--- config.mk ---
export PLATFORM = sky130hd
export DESIGN_NAME = karatsuba_issue_seq
export DESIGN_NICKNAME = d
export VERILOG_FILES = /design/src/rtl/karatsuba_issue_seq.sv
export SDC_FILE = /design/constraint.sdc
export NUM_CORES = 1
export LEC_CHECK = 0
export ABC_AREA = 1
export BUFFER_PORTS_ARGS = -buffer_cell sky130_fd_sc_hd__buf_4
export CORE_MARGIN = 2
export CORE_UTILIZATION = 60
export CTS_CLUSTER_SIZE = 8
export DETAILED_ROUTE_END_ITERATION = 8
export MAX_ROUTING_LAYER = met4
export PLACE_DENSITY = 0.95
export SLEW_MARGIN = 40
export SYNTH_ARGS = -nofsm -noshare
export SYNTH_HDL_FRONTEND = slang
export SYNTH_SLANG_ARGS = --single-unit
--- constraint.sdc ---
create_clock -name clk -period 13.3 [get_ports clk]
set_clock_uncertainty 0.15 [all_clocks]
set_input_delay 3.325 -clock clk [delete_from_list [all_inputs] [get_ports clk]]
set_output_delay 3.325 -clock clk [all_outputs]
set_load 0.01 [all_outputs]
--- src/rtl/karatsuba_issue_seq.sv ---
// karatsuba_issue_seq
//   Operand-issue and result-capture stage for the 32-bit iterative Karatsuba
//   multiplier. Operand pairs are buffered in a small FIFO and issued one at a
//   time. Each operation restarts the multiplier through its reset and then
//   enables it for MUL_LAT cycles. The 64-bit product is then captured into a
//   valid/ready output register.
//
// Ports
//   clk, rst              clock, synchronous active-high reset
//   in_valid/in_ready     operand handshake, in_a / in_b operands
//   mul_rst, mul_enable   control of the downstream multiplier
//   mul_a, mul_b, mul_c   multiplier operands and product
//   out_valid/out_ready   result handshake, out_c registered product
//   busy                  operation in flight or operands queued
//   ops_done              count of captured products (wraps)
module karatsuba_issue_seq #(
    parameter int DEPTH   = 4,
    parameter int MUL_LAT = 4,
    parameter int CNT_W   = 16
) (
    input  logic              clk,
    input  logic              rst,
    input  logic              in_valid,
    output logic              in_ready,
    input  logic [31:0]       in_a,
    input  logic [31:0]       in_b,
    output logic              mul_rst,
    output logic              mul_enable,
    output logic [31:0]       mul_a,
    output logic [31:0]       mul_b,
    input  logic [63:0]       mul_c,
    output logic              out_valid,
    input  logic              out_ready,
    output logic [63:0]       out_c,
    output logic              busy,
    output logic [CNT_W-1:0]  ops_done
);

    localparam int PTR_W = $clog2(DEPTH);
    localparam int OCC_W = $clog2(DEPTH + 1);
    localparam int IT_W  = (MUL_LAT > 1) ? $clog2(MUL_LAT) : 1;

    typedef enum logic [1:0] {IDLE, LOAD, RUN, DONE} state_t;

    state_t            state, state_nxt;
    logic [31:0]       fifo_a [DEPTH];
    logic [31:0]       fifo_b [DEPTH];
    logic [PTR_W-1:0]  wr_ptr, rd_ptr;
    logic [OCC_W-1:0]  occ;
    logic [IT_W-1:0]   it_cnt;
    logic [31:0]       op_a, op_b;
    logic              full, empty, push, pop;
    logic              load_rst, run_en, capture;

    assign full     = (occ == OCC_W'(DEPTH));
    assign empty    = (occ == '0);
    // Readiness depends only on occupancy, so a full FIFO never accepts even
    // if the FSM pops in the same cycle.
    assign in_ready = !full && !rst;
    assign push     = in_valid && in_ready;
    assign pop      = (state == IDLE) && !empty;

    assign mul_a      = op_a;
    assign mul_b      = op_b;
    assign mul_rst    = rst || load_rst;
    assign mul_enable = run_en && !rst;
    assign busy       = (state != IDLE) || !empty;

    // NOTE: every output of this block gets a default first, so no path
    // leaves a signal unassigned and no latch is inferred.
    always_comb begin
        state_nxt = state;
        load_rst  = 1'b0;
        run_en    = 1'b0;
        capture   = 1'b0;
        case (state)
            IDLE: if (!empty) state_nxt = LOAD;
            LOAD: begin
                load_rst  = 1'b1;
                state_nxt = RUN;
            end
            RUN: begin
                run_en = 1'b1;
                if (it_cnt == IT_W'(MUL_LAT - 1)) state_nxt = DONE;
            end
            DONE: begin
                // Multiplier is frozen here (no enable, no restart), so
                // mul_c stays valid for as long as backpressure lasts.
                if (!out_valid || out_ready) begin
                    capture   = 1'b1;
                    state_nxt = IDLE;
                end
            end
            default: state_nxt = IDLE;
        endcase
    end

    // NOTE: the FIFO storage has no reset; the occupancy count and pointers
    // alone decide which entries are meaningful, and leaving the array
    // unreset lets it map onto plain RAM/registers without reset fan-out.
    always_ff @(posedge clk) begin
        if (push) begin
            fifo_a[wr_ptr] <= in_a;
            fifo_b[wr_ptr] <= in_b;
        end
    end

    // NOTE: state is updated with non-blocking assignments so every register
    // samples the values from before the edge, independent of statement order.
    always_ff @(posedge clk) begin
        if (rst) begin
            state     <= IDLE;
            wr_ptr    <= '0;
            rd_ptr    <= '0;
            occ       <= '0;
            it_cnt    <= '0;
            op_a      <= '0;
            op_b      <= '0;
            out_valid <= 1'b0;
            out_c     <= '0;
            ops_done  <= '0;
        end else begin
            state <= state_nxt;

            // DEPTH is a power of two, so pointers wrap naturally.
            if (push) wr_ptr <= wr_ptr + PTR_W'(1);
            if (pop) begin
                rd_ptr <= rd_ptr + PTR_W'(1);
                op_a   <= fifo_a[rd_ptr];
                op_b   <= fifo_b[rd_ptr];
            end
            case ({push, pop})
                2'b10:   occ <= occ + OCC_W'(1);
                2'b01:   occ <= occ - OCC_W'(1);
                default: occ <= occ;
            endcase

            if (state == LOAD)     it_cnt <= '0;
            else if (state == RUN) it_cnt <= it_cnt + IT_W'(1);

            // A capture in the same cycle as a transfer keeps out_valid high
            // with the new product.
            if (capture) begin
                out_c     <= mul_c;
                out_valid <= 1'b1;
                ops_done  <= ops_done + CNT_W'(1);
            end else if (out_valid && out_ready) begin
                out_valid <= 1'b0;
            end
        end
    end

endmodule

After elaboration in Yosys (flattened, before gate mapping)
Memory sizes are Yosys's and may differ from the RTL's. A register that Yosys moved wholly into a read port is not among the register bits.
Index checks and enable logic that the tools add are counted.
{ "word_totals": {"reg_bits": 92, "ramBits": 256, "out_inout_bits": 149, "mem_count": 2, "input_bits": 132} }
{ "classes": {"eq_ne": 10, "add_sub_neg": 6, "reduce_logical": 19, "muxes": 13} }
{ "memory_table": {"columns": ["memory", "depth", "width", "read_ports", "rd_clocked_by_memory_dff", "write_ports", "line", "rtl"], "rows": [
  ["fifo_a", 4, 32, 1, 1, 1, "46", "logic [31:0] fifo_a [DEPTH];"],
  ["fifo_b", 4, 32, 1, 1, 1, "47", "logic [31:0] fifo_b [DEPTH];"]
]} }
{ "op_table": {"columns": ["operator", "count"], "rows": [
  ["16-bit by 1-bit adder with 16-bit output, second input constant", 1],
  ["2-bit equality test, second input constant", 4],
  ["1-bit two-way mux", 8],
  ["2-bit case mux with 4 select lines", 1],
  ["2-bit by 1-bit adder with 2-bit output, second input constant", 3],
  ["2-bit two-way mux", 3],
  ["2-bit != test, second input constant", 3],
  ["3-bit case mux with 2 select lines", 1],
  ["2-bit nonzero test", 3],
  ["1-bit logical AND", 5],
  ["2-bit by 1-bit equality test with 1-bit output, second input constant", 2],
  ["1-bit logical NOT", 4],
  ["3-bit by 1-bit adder with 3-bit output, second input constant", 1],
  ["3-bit equality test, second input constant", 1],
  ["3-bit logical NOT", 1],
  ["1-bit logical OR", 3],
  ["3-bit AND reduction", 1],
  ["3-bit by 1-bit subtractor with 3-bit output, second input constant", 1],
  ["2-bit logical NOT", 1],
  ["2-bit OR reduction", 1]
]} }

Depth between registers and ports, before layout
Gate-level depths: netlist (run 1).
{ "depth": {"depth_word": 6, "ltp_mapped": 13, "mapped_depth_nobuf": 11} }

Worst setup path before layout (run 1)
OpenSTA, ideal clock, no wires.
{ "synth_timing": {"kind": "input to output", "startpoint": "input rst", "endpoint": "output mul_rst", "path_slack_ns": 5.982, "path_stages": 2, "arrival_ns": 3.843, "cell_sequence": "clkbuf_1 or2_2"} }
{ "synth_between": {"elab_chain_len": 1} }
{ "synth_rtl": {"columns": ["element", "line", "rtl"], "rows": [
  ["from (decl)", "22", "input logic rst,"],
  ["1-bit logical OR", "65", "assign mul_rst = rst || load_rst;"],
  ["to (decl)", "27", "output logic mul_rst,"]
]} }
No other way between the ends.

Worst setup path in the final report (run 1)
Ends and elaborated chain as after synthesis.

==> flow_summary.yaml, run 1 <==
outcome:
  outcome: "complete, no violations"
floorplanning:
  fp.dieH_um: 164
  num_io_pins: 281
  dieArea_sq_um: 27100
  core_sq_um: 25300
  die_w_um: 164
  rows: 58
  initial_core_util: 0.612
layout:
  fin_util: 0.766
  area_growth_pct: 25.2
  num-nets-final: 1857
  multiInputGateArea_sq_um: 4090
  seqCellArea_sq_um: 10800
  design_area_sq_um: 19400
  layout-drive-gt1-share: 0.214
  num-fill-cells: 1372
yosys:
  ys_warn_count: 0
  synthCells: 1448
  ys_seq_area_frac: 0.700
  synthDominantCellAreaShare: 0.497
  yosys.cell_types.count: 30
  avgSynthCellArea_sq_um: 10.7
  synth_nets: 1593
  synth_edf_count: 256
  synthTopCellsByArea: "edfxtp_1 50%, dfxtp_1 20%, nor2_1 12%, o21ai_0 9.3%, o21ai_1 1.5%"
  synth-seq-cells: 412
  synth_ff_type: "edfxtp_1"
  ys_top_cells_by_count: "478 x nor2_1, 286 x o21ai_0, 256 x edfxtp_1"
  synth_most_common_cell: "nor2_1"
  async_reset_ff_frac: 0
  yosys.area.top_type: "edfxtp_1"
  netlist_area_sq_um: 15500
clock_network:
  cts_tree: "built"
  post_cts_buffers: 0
  ctsHoldBuffers: 0
  cts_root_buf: "clkbuf_16"
  clockBufferDepth: 3
  cts_buffers: 57
  clk_pin_slew_ps: 50
  cts.repair.resized: 0
  clkLatencyLatePin_ps: 560
  cts_sinks: 412
  htreeDepth: 2
worst_hold_path:
  hold_path_depth: 2
  holdCritPathClass: "reg2reg"
  hp-start: "out_c[47]"
route:
  post_drt_wl_per_cell_um: 20.2
  wirelength_um: 42100
  drtAntennaViolNets: 0
  drc: 0
  drt_iter0_drc: 1677
  drt_first_pass_iters: 8
  vias: 12100
  via_per_inst: 5.82
place:
  io_buffers: 280
  gp_congestion: 0.821
  dp_hpwl_um: 22600
  place_area_sq_um: 17700
  dp_slack_ps: 5830
critical_path:
  path_common_cell: "buf_4"
  critical_path.max_fanout: 12
  crit_start: "rst"
  crit_family: "simple AND/OR/NAND/NOR gates"
  start_kind: "input port"
  critPathArrivalTime_ps: 4020
  path_buf_inv: 2
  reg2reg_from: "state[0]"
  cp_slowest_cell: "or2_2"
  worstRegToRegCells: 11
  cp_cell_sequence: "buf_4 > or2_2 > buf_4"
  cp.depth: 3
  critPathMaxStageDelay_ps: 350
  crit_type: "in2out"
  endpoint_kind: "output pin"
  cp.required_ps: 9820
power_and_ir_drop:
  seqPwrFrac: 0.400
  p_per_area_nw_per_um2: 211
  p_total_uw: 4080
  vdd_drop_max_v: 0.000199
  clock_power_share: 0.323
  switching_share: 0.332
  cell_internal_pwr_uw: 2730
  p_sw_uw: 1350
  leakagePower_uw: 0.00744
  comb_power_share: 0.277
job:
  drv_cap: 0
grt:
  grt_pass1_wl_um: 63500
  grtUsageMet3: 0.0942
  overflow: 0
  met1_usage: 0.346
  track_usage: 0.314
  grt_start_max_net_pins: 119
  grtUsageMet2: 0.535
  antenna_found_initial: 2
  first_global_vias: 11900
  grt-busiest-layer: "met2"
timing:
  fin_ws_ps: 5810
  fin_crit_ps: 7490
  hold_viol_final: 0
  worst_slew_pin_slew_ps: 896
  slew_violations: 0
  fin_crit_sh: 0.563
  slew-limit-headroom: 0.402
  setup-tns-final_ps: 0
  timing.fmax_mhz: 134
  rsz0062_at_grt: "false"
  setup_viol: 0
kinds of logic after synthesis:
group,after synthesis,share of synthesized area
flip-flops,412,0.700
AND/OR/NAND/NOR,544,0.135
buffers and inverters,125,0.0381
AO/OA/AOI/OAI,352,0.115
adder cells (fa/ha/maj),13,0.0110
XOR/XNOR,2,0.00113
registers in the layout (all words and copies together) (netlist names), 3 cells and up:
signal,count
mul_a,32
ops_done,16
fifo_a,128
fifo_b,128
out_c,64
occ,3
mul_b,32
placed cells by master, fill, tap and decap left out:
| cell type | count |
|---|---|
| ha_1 | 12 |
| inv_16 | 1 |
| o21ai_0 | 286 |
| dfxtp_1 | 154 |
| nor2_2 | 4 |
| clkbuf_16 | 57 |
| a31oi_1 | 1 |
| inv_4 | 1 |
| clkinv_16 | 1 |
| buf_16 | 1 |
| inv_1 | 32 |
| diode_2 | 2 |
| xnor2_1 | 1 |
| or2_2 | 3 |
| a21oi_1 | 17 |
| nor2_1 | 474 |
| clkinv_2 | 2 |
| fa_1 | 1 |
| o21ai_1 | 45 |
| edfxtp_1 | 256 |
| nand3_1 | 8 |
| inv_2 | 4 |
| buf_6 | 8 |
| and3_1 | 1 |
| nand2_2 | 1 |
| nor2_4 | 4 |
| a211oi_1 | 1 |
| a21oi_4 | 1 |
| buf_4 | 283 |
| dfxtp_4 | 2 |
| inv_6 | 1 |
| nand4_1 | 5 |
| nor3_1 | 3 |
| o22ai_1 | 1 |
| nand2_1 | 40 |
| xor2_1 | 1 |
| nand2_4 | 1 |
| clkbuf_1 | 38 |
worst paths after layout:
path | endpoint | slack, ps
min reg2reg | out_c[47] | 330
max reg2reg | occ[1] | 10790
max | mul_rst | 5810
min | out_c[47] | 330
worst register-to-register path, cell delays in order (launching register included):
cell     delay [ps]
dfxtp_1         370
inv_1           110
ha_1            240
nand2_2          80
buf_6           460
inv_2            80
ha_1            200
inv_1           100
fa_1            410
nor2_1          110
a21oi_1          50
nor2_1           80
routing by layer:
| layer | up-vias | share of wire |
|---|---|---|
| li1 | 5455 | - |
| met1 | 5739 | 0.34 |
| met2 | 781 | 0.50 |
| met3 | 148 | 0.12 |
| met4 | 0 | 0.041 |
| met5 | - | 0 |
power by group through the flow:
stage | sequential (uW) | clock (uW) | combinational (uW)
3_3_place_gp | 1640 | 0 | 1010
3_5_place_dp | 1650 | 0 | 1060
2_1_floorplan | 1680 | 0 | 633
5_1_grt | 1650 | 1380 | 1240
4_1_cts | 1630 | 1320 | 1100
6_report | 1630 | 1320 | 1130
cell type report:
type	count	area share
diodes	2	0.000259
clock buffers	95	0.0811
clock inverters	4	0.00330
inverters	38	0.00756
multi-input cells	911	0.212
flip-flops and latches	412	0.559
well taps	330	0.0213
repair buffers	292	0.116
metrics by stage:
stage          cells  hold WS, ps
6_report        2084          332
2_1_floorplan   1448          293
3_5_place_dp    1982          311
5_1_grt         2084          349
4_1_cts         2081          337
3_3_place_gp    1982          306
Note: power is estimated with default switching activity, not from simulation.
==> run 2, diff against run 1 <==
--- a/config.mk
+++ b/config.mk
@@ -8,11 +8,11 @@
 export ABC_AREA = 1
 export BUFFER_PORTS_ARGS = -buffer_cell sky130_fd_sc_hd__buf_4
 export CORE_MARGIN = 2
-export CORE_UTILIZATION = 60
+export CORE_UTILIZATION = 55
 export CTS_CLUSTER_SIZE = 8
 export DETAILED_ROUTE_END_ITERATION = 8
 export MAX_ROUTING_LAYER = met4
-export PLACE_DENSITY = 0.95
+export PLACE_DENSITY = 0.91
 export SLEW_MARGIN = 40
 export SYNTH_ARGS = -nofsm -noshare
 export SYNTH_HDL_FRONTEND = slang
==> constraint.sdc (replaced) <==
create_clock -name clk -period 7.45 [get_ports clk]
set_clock_uncertainty 0.15 [all_clocks]
set_input_delay 1.8625 -clock clk [delete_from_list [all_inputs] [get_ports clk]]
set_output_delay 1.8625 -clock clk [all_outputs]
set_load 0.01 [all_outputs]
==> flow_summary.yaml, run 2 (synthesis gave the netlist of run 1 again) <==
critical_path:
  endpoint_kind: "output pin"
  start_kind: "input port"
  rr_endpoint: "occ[1]"
  path_common_cell: "buf_4"
  crit_type: "in2out"
  critPathMaxStageDelay_ps: 310
  r2r_slack_ps: 4270
  critPathArrivalTime_ps: 2550
  path_buf_inv: 2
  critical_path.max_fanout: 12
  cp.required_ps: 5440
  reg2reg_from: "state[1]"
  worstRegToRegCells: 11
  cp_slowest_cell: "a31oi_1"
  crit_family: "buffers and inverters"
  cp_cell_sequence: "buf_4 > a31oi_1 > buf_4"
grt:
  grt-busiest-layer: "met2"
  grtUsageMet3: 0.0653
  met1_usage: 0.291
  first_global_vias: 11600
  antenna_found_initial: 3
  grt_pass1_wl_um: 59100
  track_usage: 0.266
  overflow: 0
  grt_start_max_net_pins: 130
  grtUsageMet2: 0.463
power_and_ir_drop:
  cell_internal_pwr_uw: 4840
  p_per_area_nw_per_um2: 370
  switching_share: 0.324
  clock_power_share: 0.325
  p_sw_uw: 2320
  vdd_drop_max_v: 0.000302
  comb_power_share: 0.269
  leakagePower_uw: 0.00742
  seqPwrFrac: 0.406
timing:
  fin_crit_ps: 4560
  setup_viol: 0
  fin_crit_sh: 0.612
  hold_viol_final: 0
  timing.fmax_mhz: 219
  slew_violations: 0
  slew-limit-headroom: 0.433
  rsz0062_at_grt: "false"
  setup-tns-final_ps: 0
  worst_slew_pin_slew_ps: 850
outcome:
  outcome: "complete, no violations"
layout:
  final_common_cell: "nor2_1"
  num-nets-final: 1855
  layout-drive-gt1-share: 0.213
  area_growth_pct: 25.3
  multiInputGateArea_sq_um: 4090
  layout_common_cells: "474 x nor2_1, 286 x o21ai_0, 285 x buf_4"
  num-fill-cells: 1867
  fin_util: 0.699
  reg_top3: "fifo_a: 128 flops, fifo_b: 128 flops, out_c: 64 flops"
  design_area_sq_um: 19400
  seqCellArea_sq_um: 10800
clock_network:
  clk_pin_slew_ps: 50
  htreeDepth: 2
  cts_buffers: 57
  clkLatencyLatePin_ps: 570
  cts_tree: "built"
  ctsHoldBuffers: 0
  cts_root_buf: "clkbuf_16"
  clockBufferDepth: 3
  cts_sinks: 412
  cts.repair.resized: 0
  post_cts_buffers: 0
floorplanning:
  num_io_pins: 281
  rows: 61
  fp.dieH_um: 172
  die_w_um: 172
  initial_core_util: 0.558
  core_sq_um: 27700
  dieArea_sq_um: 29500
place:
  io_buffers: 280
  gp_congestion: 0.853
  place_area_sq_um: 17700
  dp_hpwl_um: 22800
route:
  post_drt_wl_per_cell_um: 18.4
  vias: 11700
  drtAntennaViolNets: 0
  wirelength_um: 39200
  via_per_inst: 5.49
  drt_iter0_drc: 1196
  drt_first_pass_iters: 5
  drc: 0
job:
  drv_cap: 0
worst_hold_path:
  holdCritPathClass: "reg2reg"
  hp-start: "it_cnt[1]"
  hold_path_depth: 2
  hold_path_end: "it_cnt[1]"
## run 2: worst max path at each step
stage               startpoint      endpoint  slack (ps)  cells past startpoint
floorplan                  rst  fifo_a[0][0]        1650                      3
global placement           rst      in_ready        2920                      3
detailed placement         rst  fifo_a[2][6]        2840                      5
CTS                        rst      in_ready        2890                      3
global route               rst      in_ready        2840                      3
finish                     rst      in_ready        2890                      3
## run 2: cell type report
type,instances,share of cell area
Clock inverter,4,0.00330
Tap cell,378,0.0244
Antenna cell,3,0.000388
Inverter,38,0.00769
Timing Repair Buffer,290,0.114
Sequential cell,412,0.559
Multi-Input combinational cell,911,0.211
Clock buffer,93,0.0806
## run 2: worst register-to-register path: stages (launching register included)
cell     delay, ps
dfxtp_1        380
inv_1          100
ha_1           220
nand2_2         70
buf_4          600
inv_4          540
ha_1           330
inv_1           90
fa_1           420
nor2_1         100
a21oi_1         40
nor2_1          70
## run 2: per-layer routing
layer,vias to the layer above,wire length [um],part of all wire
met5,-,0,0
met4,0,1380,0.035
met3,115,3860,0.099
met2,591,19800,0.50
met1,5515,14200,0.36
li1,5471,-,-
## run 2: through the flow
step                worst slack (ps)  std cells  hold WS (ps)  power, uW
floorplan                       1650       1448           293       4120
global placement                2920       2029           303       4740
detailed placement              2840       2029           317       4830
CTS                             2890       2126           323       7200
global route                    2840       2129           351       7540
finish                          2890       2129           321       7160
## run 2: power groups by stage
stage	clock [uW]	sequential (uW)	combinational (uW)
4_1_cts	2360	2910	1940
3_3_place_gp	0	2930	1820
6_report	2330	2910	1930
3_5_place_dp	0	2940	1890
2_1_floorplan	0	2990	1130
5_1_grt	2460	2930	2140
==> run 3, diff against run 2 <==
--- a/config.mk
+++ b/config.mk
@@ -5,7 +5,7 @@
 export SDC_FILE = /design/constraint.sdc
 export NUM_CORES = 1
 export LEC_CHECK = 0
-export ABC_AREA = 1
+export ABC_AREA = 0
 export BUFFER_PORTS_ARGS = -buffer_cell sky130_fd_sc_hd__buf_4
 export CORE_MARGIN = 2
 export CORE_UTILIZATION = 55
==> constraint.sdc (replaced) <==
create_clock -name clk -period 4.75 [get_ports clk]
set_clock_uncertainty 0.15 [all_clocks]
set_input_delay 1.1875 -clock clk [delete_from_list [all_inputs] [get_ports clk]]
set_output_delay 1.1875 -clock clk [all_outputs]
set_load 0.01 [all_outputs]
==> flow_summary.yaml, run 3 <==
outcome:
  outcome: "complete, no violations"
critical_path:
  critPathArrivalTime_ps: 2080
  crit_start: "rst"
  r2r_slack_ps: 2210
  critical_path.max_fanout: 60
  worstRegToRegCells: 5
  reg2reg_from: "occ[0]"
  crit_end: "mul_rst"
  crit_type: "in2out"
  path_common_cell: "buf_4"
  start_kind: "input port"
  endpoint_kind: "output pin"
  cp.required_ps: 3410
  critPathMaxStageDelay_ps: 470
  cp_cell_sequence: "buf_4 > or2_2 > buf_4"
  cp_slowest_cell: "buf_4"
  rr_endpoint: "fifo_b[3][28]"
route:
  drc: 0
  drt_iter0_drc: 796
  via_per_inst: 5.61
  vias: 9687
  wirelength_um: 36300
  drtAntennaViolNets: 0
  drt_first_pass_iters: 7
  post_drt_wl_per_cell_um: 21.0
floorplanning:
  core_sq_um: 26900
  initial_core_util: 0.560
  rows: 60
  fp.dieH_um: 169
  dieArea_sq_um: 28700
  die_w_um: 169
  num_io_pins: 281
place:
  gp_congestion: 0.852
  dp_hpwl_um: 23500
  io_buffers: 280
layout:
  final_common_cell: "buf_4"
  multiInputGateArea_sq_um: 3910
  area_growth_pct: 27.5
  layout_common_cells: "286 x buf_4, 263 x nand2_1, 256 x edfxtp_1"
  layout-drive-gt1-share: 0.317
  num-fill-cells: 1689
  num-nets-final: 1489
  reg_top3: "fifo_a: 128 flops, fifo_b: 128 flops, out_c: 64 flops"
  seqCellArea_sq_um: 10800
timing:
  hold_ws_ps: 302
  setup-tns-final_ps: 0
  rsz0062_at_grt: "false"
  slew_violations: 0
  setup_viol: 0
  fin_crit_ps: 3420
  slew-limit-headroom: 0.461
  timing.fmax_mhz: 293
  worst_slew_pin_slew_ps: 808
  fin_crit_sh: 0.719
  hold_viol_final: 0
yosys:
  ys_warn_count: 0
  ys_top_cells_by_count: "264 x nand2_1, 256 x edfxtp_1, 156 x dfxtp_1"
  ys_seq_area_frac: 0.719
  netlist_area_sq_um: 15000
  yosys.area.top_type: "edfxtp_1"
  synth_nets: 1197
  synth_most_common_cell: "nand2_1"
  synthTopCellsByArea: "edfxtp_1 51%, dfxtp_1 21%, mux4_2 9.6%, nand2_1 6.6%, a21oi_1 4.7%"
  synth_edf_count: 256
  avgSynthCellArea_sq_um: 14.3
  async_reset_ff_frac: 0
  synth_ff_type: "edfxtp_1"
  synthCells: 1052
  synthDominantCellAreaShare: 0.511
  yosys.cell_types.count: 36
  synth-seq-cells: 412
power_and_ir_drop:
  vdd_drop_max_v: 0.000419
  p_per_area_nw_per_um2: 541
  leakagePower_uw: 0.00689
  p_total_uw: 10400
grt:
  first_global_vias: 9805
  track_usage: 0.260
  grt_start_max_net_pins: 67
  antenna_found_initial: 2
  grt_pass1_wl_um: 54500
  overflow: 0
clock_network:
  ctsHoldBuffers: 0
  clk_pin_slew_ps: 50
  cts_sinks: 412
  post_cts_buffers: 0
  clkLatencyLatePin_ps: 580
  cts_root_buf: "clkbuf_16"
  cts_buffers: 57
  htreeDepth: 2
  cts_tree: "built"
  cts.repair.resized: 0
  clockBufferDepth: 3
job:
  drv_cap: 0
worst_hold_path:
  holdCritPathClass: "reg2reg"
==> run 3: cell types whose count changed after synthesis, sizes merged, moves of 6 or more <==
cell,delta
a21oi,+124
mux4,+64
inv,-24
clkbuf,-26
xor2,+6
nor2,-465
and2,+7
or3,+9
nand2,+222
o21ai,-321
==> run 3: logic make-up after synthesis <==
family                   count (synthesis)  share of synthesized area
buffers and inverters                   75                     0.0241
AO/OA/AOI/OAI                          158                     0.0540
XOR/XNOR                                12                    0.00699
multiplexers                            66                     0.0971
flip-flops                             412                      0.719
adder cells (fa/ha/maj)                 13                     0.0113
AND/OR/NAND/NOR                        316                     0.0880
==> run 3: worst min path at each step <==
stage                     cells past startpoint  slack, ps  startpoint   endpoint
final                                         2        300    mul_a[9]   mul_a[9]
after global placement                        2        290    out_c[3]   out_c[3]
after CTS                                     2        300    mul_a[9]   mul_a[9]
after global routing                          2        320    mul_a[9]   mul_a[9]
after floorplan                               2        310   it_cnt[1]  it_cnt[1]
after detailed placement                      2        300    mul_a[9]   mul_a[9]
==> run 3: critical path, delay by kind of cell <==
family        cells  cell delay, ps
buf+inv           2             590
simple gates      1             250
==> run 3: stage by stage <==
stage	setup WS, ps	instances	utilization	instance area, sq um
finish	1330	1726	0.714	19200
global route	1250	1726	0.714	19200
CTS	1320	1724	0.714	19200
detailed placement	1270	1626	0.652	17500
global placement	1260	1618	0.645	17300
floorplan	1010	1052	-	15000
==> run 3: report_power, final <==
group	internal (uW)	switching (uW)	leakage [uW]
Clock	2280	1430	0.000786
Sequential	4250	301	0.00359
Combinational	970	1150	0.00252
Total	7500	2880	0.00689
==> run 3: final cells by class <==
| type | instances | area share |
|---|---|---|
| diodes | 2 | 0.000261 |
| clock buffers | 94 | 0.0816 |
| clock inverters | 4 | 0.00463 |
| inverters | 14 | 0.00274 |
| multi-input cells | 565 | 0.204 |
| flip-flops and latches | 412 | 0.564 |
| well taps | 341 | 0.0222 |
| repair buffers | 294 | 0.121 |
==> run 3: layer usage <==
layer  routed length (um)  track usage
met1                12800        0.292
met2                18500        0.437
met3                 3280       0.0637
met4                 1660        0.127
met5                    0            -
